**src/rtl/draw_pair_scheduler.sv**
```systemverilog
`default_nettype none
// ============================================================================
//  Module      : draw_pair_scheduler
//  Description : Round-robin scheduler for the draw-path address-pair
//                generator. Two requesters each ask for a run of LEN
//                consecutive pair indices starting at BASE. The winner is
//                granted for the whole run, and one even/odd address pair
//                ({idx,0},{idx,1}) is emitted per accepted beat toward the
//                dual-port frame memory. A one-cycle done pulse closes
//                the run.
//
//  Ports       : clk            system clock, rising edge
//                reset          asynchronous active-high reset
//                req[1:0]       per-requester run request (level)
//                base0/base1    starting pair index per requester
//                len0/len1      pair count per requester
//                gnt[1:0]       one-hot grant, held for the owned run
//                pair_valid     addr_a/addr_b carry a valid pair
//                pair_ready     memory accepts the pair this cycle
//                addr_a         even address {idx,1'b0}
//                addr_b         odd address  {idx,1'b1}
//                done[1:0]      one-cycle completion pulse to the owner
//                busy           scheduler is not idle
//
//  Revision    : 1.0  initial release
// ============================================================================
module draw_pair_scheduler #(
    parameter int ADDR_W = 14,
    parameter int LEN_W  = 8
) (
    input  logic              clk,
    input  logic              reset,
    input  logic [1:0]        req,
    input  logic [ADDR_W-2:0] base0,
    input  logic [LEN_W-1:0]  len0,
    input  logic [ADDR_W-2:0] base1,
    input  logic [LEN_W-1:0]  len1,
    output logic [1:0]        gnt,
    output logic              pair_valid,
    input  logic              pair_ready,
    output logic [ADDR_W-1:0] addr_a,
    output logic [ADDR_W-1:0] addr_b,
    output logic [1:0]        done,
    output logic              busy
);

    typedef enum logic [1:0] {
        S_IDLE = 2'd0,
        S_RUN  = 2'd1,
        S_FIN  = 2'd2
    } state_t;

    localparam logic [ADDR_W-2:0] c_IDX_ONE = {{(ADDR_W-2){1'b0}}, 1'b1};
    localparam logic [LEN_W-1:0]  c_LEN_ONE = {{(LEN_W-1){1'b0}}, 1'b1};

    state_t             r_state;
    logic [ADDR_W-2:0]  r_idx;
    logic [LEN_W-1:0]   r_remaining;
    logic [1:0]         r_gnt;
    logic               r_ptr;      // 0: requester 0 favoured on a tie

    state_t             w_state_nxt;
    logic [ADDR_W-2:0]  w_idx_nxt;
    logic [LEN_W-1:0]   w_remaining_nxt;
    logic [1:0]         w_gnt_nxt;
    logic               w_ptr_nxt;

    logic               w_sel;      // winning requester index
    logic [ADDR_W-2:0]  w_sel_base;
    logic [LEN_W-1:0]   w_sel_len;

    // ------------------------------------------------------------------
    // State register
    // ------------------------------------------------------------------
    always_ff @(posedge clk or posedge reset) begin
        if (reset) begin
            r_state     <= S_IDLE;
            r_idx       <= '0;
            r_remaining <= '0;
            r_gnt       <= 2'b00;
            r_ptr       <= 1'b0;
        end else begin
            r_state     <= w_state_nxt;
            r_idx       <= w_idx_nxt;
            r_remaining <= w_remaining_nxt;
            r_gnt       <= w_gnt_nxt;
            r_ptr       <= w_ptr_nxt;
        end
    end

    // ------------------------------------------------------------------
    // Next-state and datapath logic
    // ------------------------------------------------------------------
    always_comb begin
        w_state_nxt     = r_state;
        w_idx_nxt       = r_idx;
        w_remaining_nxt = r_remaining;
        w_gnt_nxt       = r_gnt;
        w_ptr_nxt       = r_ptr;

        // A tie is broken by the pointer; a single request wins outright.
        w_sel      = (req == 2'b11) ? r_ptr : req[1];
        w_sel_base = w_sel ? base1 : base0;
        w_sel_len  = w_sel ? len1  : len0;

        case (r_state)
            S_IDLE: begin
                if (req != 2'b00) begin
                    w_idx_nxt       = w_sel_base;
                    w_remaining_nxt = w_sel_len;
                    w_gnt_nxt       = w_sel ? 2'b10 : 2'b01;
                    // A zero-length run skips RUN so remaining never underflows.
                    w_state_nxt     = (w_sel_len == '0) ? S_FIN : S_RUN;
                end
            end

            S_RUN: begin
                // pair_valid is constant-high here, so a beat is pair_ready.
                if (pair_ready) begin
                    w_idx_nxt       = r_idx + c_IDX_ONE;   // wraps silently
                    w_remaining_nxt = r_remaining - c_LEN_ONE;
                    if (r_remaining == c_LEN_ONE) begin
                        w_state_nxt = S_FIN;
                    end
                end
            end

            S_FIN: begin
                // Favour the other requester next time.
                w_ptr_nxt   = ~r_gnt[1];
                w_gnt_nxt   = 2'b00;
                w_state_nxt = S_IDLE;
            end

            default: begin
                w_gnt_nxt   = 2'b00;
                w_state_nxt = S_IDLE;
            end
        endcase
    end

    // ------------------------------------------------------------------
    // Outputs, all decoded from registered state
    // ------------------------------------------------------------------
    assign gnt        = r_gnt;
    assign pair_valid = (r_state == S_RUN);
    assign addr_a     = {r_idx, 1'b0};
    assign addr_b     = {r_idx, 1'b1};
    assign done       = (r_state == S_FIN) ? r_gnt : 2'b00;
    assign busy       = (r_state != S_IDLE);

endmodule
`default_nettype wire

```
**config.mk**
```make
export PLATFORM = sky130hd
export DESIGN_NAME = draw_pair_scheduler
export DESIGN_NICKNAME = d
export VERILOG_FILES = /design/src/rtl/draw_pair_scheduler.sv
export SDC_FILE = /design/constraint.sdc
export NUM_CORES = 1
export LEC_CHECK = 0
export BUFFER_PORTS_ARGS = -buffer_cell sky130_fd_sc_hd__buf_2
export CORE_UTILIZATION = 43
export CTS_BUF_LIST = sky130_fd_sc_hd__clkbuf_16
export DETAILED_ROUTE_END_ITERATION = 6
export MAX_ROUTING_LAYER = met4
export PLACE_DENSITY = 0.76
export REMOVE_ABC_BUFFERS = 1
export SLEW_MARGIN = 15
export SYNTH_ARGS = -nofsm -noshare
export SYNTH_HDL_FRONTEND = slang
export SYNTH_SLANG_ARGS = --single-unit
```
**constraint.sdc**
```tcl
create_clock -name clk -period 1.7 [get_ports clk]
set_clock_uncertainty 0.2 [all_clocks]
set_input_delay 0.255 -clock clk [delete_from_list [all_inputs] [get_ports clk]]
set_output_delay 0.255 -clock clk [all_outputs]
set_load 0.01 [all_outputs]
```
# --- Word-level counts from Yosys, hierarchy flattened ---
# Cells that the tools add are included.
# W data, S select, Z words.
totals:
  mem_bits_rw: 0
  latch_bits: 0
  mem_bits_ro: 0
  inputBits: 47
  word_cells: 42
  memories: 0
  output_inout_bits: 34
  ff_bits: 26
op_classes:
  addsub: 2
  div_mod_pow: 0
  n_eq_ne: 7
  n_reduce_logical: 8
  shift: 0
  n_lt_le_gt_ge: 0
  n_mux: 18
  mul: 0
  bitwise_logic: 2
op_table:
  columns: ["op", "n"]
  rows:
  - ["$mux W13", 3]
  - ["$pmux W13 S2", 1]
  - ["$mux W8", 3]
  - ["$pmux W8 S2", 1]
  - ["$mux W2", 7]
  - ["$add A13 B1 Y13 const B", 1]
  - ["$eq A8 B1 Y1 const B", 1]
  - ["$logic_not A8 Y1", 1]
  - ["$pmux W2 S2", 2]
  - ["$sub A8 B1 Y8 const B", 1]
  - ["$reduce_and A3 Y1", 2]
  - ["$reduce_bool A2 Y1", 3]
  - ["$eq A2 B2 Y1 const B", 2]
  - ["$ne A2 B1 Y1 const B", 2]
  - ["$eq A2 B1 Y1 const B", 1]
  - ["$logic_not A2 Y1", 1]
  - ["$ne A2 B2 Y1 const B", 1]
  - ["$not A1 Y1", 2]
  - ["$reduce_and A2 Y1", 1]
  - ["$mux W1", 1]

# --- Logic depth before layout (Yosys ltp) ---
logic_depth:
  depth_word: 7
  ltp_mapped: 7
  ltp_nobuf: 6

# --- Least setup slack after synthesis ---
# No wires, ideal clock.
synth_timing:
  path_type: "register -> register"
  startpoint: "register r_ptr"
  endpoint: "register r_idx[4]"
  arrival_time_ns: 1.365
  path_stages_with_launch: 5
  synth_period_minus_slack_ns: 1.688
  path_buffers: 1
  t_required_ns: 1.377
  setup_slack_ns: 0.012
  setup_time_ns: 0.123
  cell_sequence: "dfrtp_1 -> o21ai_2 -> buf_4 -> mux2_2 -> o221a_2"
synth_between:
  elab_chain_cells: 4
synth_rtl:
  columns: ["item", "line_no", "rtl"]
  rows:
  - ["start, declared", "60", "logic r_ptr;"]
  - ["start signal, assigned", "87", "r_ptr <= w_ptr_nxt;"]
  - ["$mux W1", "102", "w_sel = (req == 2'b11) ? r_ptr : req[1];"]
  - ["$mux W13", "103", "w_sel_base = w_sel ? base1 : base0;"]
  - ["$mux W13", "108", "if (req != 2'b00) begin"]
  - ["$pmux W13 S2", "106", "case (r_state)"]
  - ["end signal, assigned", "84", "r_idx <= w_idx_nxt;"]
  - ["end, declared", "57", "logic [ADDR_W-2:0] r_idx;"]
# No other way between the ends. The select of a mux whose other input is x is not followed.
# A chain may end at the register's enable or synchronous reset.

# --- Worst setup path in the final report ---
layout_timing:
  startpoint: "register r_idx[0]"
  endpoint: "register r_idx[12]"
layout_between:
  elab_chain_cells: 3
layout_rtl:
  columns: ["item", "line_no", "rtl"]
  rows:
  - ["$add A13 B1 Y13", "120", "w_idx_nxt = r_idx + c_IDX_ONE;"]
  - ["$mux W13", "119", "if (pair_ready) begin"]
  - ["$pmux W13 S2", "106", null]
# No other way between the ends. The select of a mux whose other input is x is not followed.

==> summary.md <==
| Metric | Value |
|---|---|
| DR vias/cell | 5.545 |
| Reg2Reg Setup Slack | -0.05 ns |
| Max_cap viols | 0 |
| Period minus WS final | 1.751 ns |
| CORE AREA | roughly 4100 um2 |
| Sw Ratio | 0.4050 |
| Crit path buffers/inverters | 0 |
| IO Port Bufs | 78 |
| Comb pwr share | 0.579 |
| RSZ-0062 raised after global routing | yes |
| Peak Freq | 571.2 MHz |
| Overall routing resource usage | 0.2552 |
| Failing checks | negative setup slack |
| Crit path DAT | 1.75 ns |
| Fin crit share | 1.030 |
| PwrDens | around 1600 nW/um2 |
| CTS root buf | clkbuf_16 |
| FF-to-FF Start | r_idx[0] |
| Hold Path Class | in2reg |
| Reg-to-reg endpoint | r_idx[12] |
| Crit path cell chain | ha_4, nand4_1, nor2_1, nand4_1, a21oi_2, a2bb2oi_2 |
| I/O pin count | 81 |
| Worst IR drop on VDD | 0.9282 mV |
| Crit-path slowest cell | dfrtp_1 |
| Total wire length | about 6000 um |
| DR pass1 iterations | 4 |
| Mux contribution to synthesized area | 0.1309 |
| Wire length per cell | 15.43 um |
| Number of global-route vias before repair | approximately 2,000 |
| Crit. End Element | register |
| Final slew viol count | 0 |
| Post-synth EDFFs | 0 |
| Worst setup path endpoint | r_idx[12] |
| CP most frequent cell | nand4_1 |
| Residual DRC | 0 |
| Post-synthesis instance total | 222 |
| Max incr delay on CP | 0.46 ns |
| Core Rows | 23 |
| Endpoints failing setup | 7 |
| Syn_area_per_cell | 8.657 um2 |
| Worst Setup SP | r_idx[0] |
| Gpl congestion | about 0.9 |
| Delay-heaviest family, CP | simple AND/OR/NAND/NOR gates |
| NetSw | 1801 uW |
| Synth Area in XOR/XNOR | 0 |
| Initial antenna violation count | 0 |
| Chip height | around 69 um |
| CTS buffer count | 3 |
| Adder-cell area share of the yosys netlist | 0.01953 |
| Ant diodes | 0 |
| Synth Flop Type | dfrtp_1 |
| Ys Warns | 0 |
| Crit-path max FO | 4 |
| Initial Util | 0.4638 |
| Seq pwr share | 0.266 |
| Placed Area | 2504 um2 |
| Crit. path cell count | 6 |
| Finished Cell Area | ~2900 um2 |
| Synth Register Bits | 26 |
| Main combinational cell family by area after synthesis | compound AO/OA/AOI/OAI gates |
| Clock power frac | 0.155 |
| Critical Path Start Type | register |
| CTS sink count | 26 |
| Synth Area in Compound Gates | 0.2142 |
| Pint | 2646 uW |
| Share of layout cells above drive strength 1 | 0.5030 |
| Routed via count | about 2,100 |
| Clk_lat worst skew | 0.26 ns |
| Initial drt markers | approximately 110 |
| Cells on worst reg2reg path | 6 |
| DRT antenna net count | 0 |
| Final Worst Setup Slack | -0.05078 ns |
| Die area | 4741 um2 |
| Worst hold slack | 0.1105 ns |
| Mapped cell area | 1922 um2 |
| CTS tree | yes |
| Clk slew on worst S/H paths | 0.07 ns |
| Critical Path RT | 1.69 ns |
| Synth unique cells | 45 |
| Pin count of the biggest net entering global routing | 27 |
| Simple-Gate Fraction of Synth Area | 0.1882 |
| Gr ovfl total | 0 |
| Net count, final | 381 |
| Critical path class | reg2reg |
| Final hold vios | 0 |
| Die width | a little under 70 um |
| Fillers | roughly 340 |
| Dpl hpwl | 4140 um |
| Outcome | finished, violations left |
| CTS H-tree lvls | 1 |
| Clock buffer depth | 2 |
| Layout area overhead | 48.96% |
| First-pass GRT wire length | 8707 um |
| Min-delay src | base1[0] |
| Post-synthesis async set-or-reset flop share | 1.000 |
| Register area share after synthesis | 0.3385 |
| Pleak | 0.001418 uW |
==> final cells by class <==
class	count	area, um2	area share
multi-input combinational	164	1179	0.4117
timing repair buffer	130	840.8	0.2937
sequential	26	650.6	0.2273
clock buffer	3	75.07	0.02622
tap	50	62.56	0.02185
clock inverter	1	30.03	0.01049
inverter	6	25.02	0.008741
==> kinds of logic (layout without fill, tap and decap cells) <==
logic type      Yosys count  in the layout
compound gates           62             62
fa+ha+maj                 3              3
buf+inv                  32            140
flops                    26             26
mux                      24             24
other cells               2              2
simple gates             73             73
==> power by group through the flow <==
| stage | Sequential, uW | Combinational (uW) | Clock, uW |
|---|---|---|---|
| 2_1_floorplan | 1360 | 917 | 0 |
| 3_3_place_gp | 1140 | 2110 | 0 |
| 3_5_place_dp | 1150 | 2160 | 0 |
| 4_1_cts | 1150 | 2310 | 703 |
| 5_1_grt | 1220 | 2820 | 733 |
| 6_report | 1180 | 2570 | 691 |
==> cells in the mapped netlist (5+ instances only) <==
| master | number | area share |
|---|---|---|
| buf_4 | 17 | 0.066 |
| nor3_1 | 5 | 0.013 |
| mux2_2 | 9 | 0.053 |
| o22ai_1 | 8 | 0.026 |
| o21ai_0 | 11 | 0.029 |
| inv_1 | 5 | 0.0098 |
| mux2i_1 | 15 | 0.078 |
| nand2_1 | 25 | 0.049 |
| buf_2 | 8 | 0.021 |
| dfrtp_1 | 26 | 0.34 |
| nor2_1 | 15 | 0.029 |
| a21oi_1 | 18 | 0.047 |
| nor4_1 | 5 | 0.016 |
==> stage by stage <==
step	setup slack, ns	util	setup TNS [ns]	power (uW)	cells
6_report	-0.05078	0.6908	-0.1547	4447	380
5_1_grt	-0.09790	0.6908	-1.654	4776	380
4_1_cts	-0.04298	0.6561	-0.2468	4161	371
3_5_place_dp	-0.08872	0.6042	-0.5347	3318	361
3_3_place_gp	-0.02866	0.6042	-0.06144	3257	361
2_1_floorplan	-1.177	-	-18.59	2279	196
==> worst min path at each step <==
stage | to | slack, ns | cells after the start
finish | r_idx[0] | 0.11 | 3
global route | r_idx[0] | 0.13 | 3
floorplan | gnt[0] | 0.1 | 1
global placement | gnt[1] | 0.13 | 3
CTS | r_idx[0] | 0.12 | 3
detailed placement | gnt[1] | 0.14 | 3
==> routing by layer <==
| metal | vias up | wire length [um] | part of all wire | track usage |
|---|---|---|---|---|
| li1 | 1015 | - | - | - |
| met1 | 998 | 2540 | 0.43 | 0.3053 |
| met2 | 86 | 2947 | 0.50 | 0.4478 |
| met3 | 8 | 297 | 0.051 | 0.04441 |
| met4 | 0 | 79 | 0.013 | 0.05102 |
| met5 | - | 0 | 0 | - |
==> cell usage in the layout (no fill, tap or decap), types with 3 or more instances in the layout <==
cell type / count
nand3_1: 4
a2bb2oi_2: 3
mux2i_1: 15
dfrtp_1: 26
buf_2: 77
a21oi_2: 3
mux2_2: 9
buf_6: 8
o22ai_1: 6
nand4_1: 4
nor2_1: 14
buf_4: 42
nor4_1: 4
inv_1: 5
o221ai_1: 3
o21ai_0: 10
a21oi_1: 17
nand2_1: 24
clkbuf_16: 3
o21ai_1: 3
==> timing repair <==
| item | 4_1_cts | 5_1_grt |
|---|---|---|
| hold buffers | 1 | 0 |
| buffers inserted | 5 | 8 |
| endpoints found under the setup margin | 19 | 27 |
| hold endpoints to repair | 26 | 0 |
| pin swaps | 3 | 5 |
| resized for setup | 14 | 19 |
| gates cloned | 0 | 1 |
==> state kept, by name (all words and copies together), names as in the netlist <==
name,flops
r_idx,13
r_remaining,8
gnt,2
r_state,2
r_ptr,1
==> tightest hold or removal path, stage by stage <==
cell,delay (ns)
buf_2,0.07
mux2i_1,0.05
o221ai_1,0.15
Power figures use the tool's default switching activity.
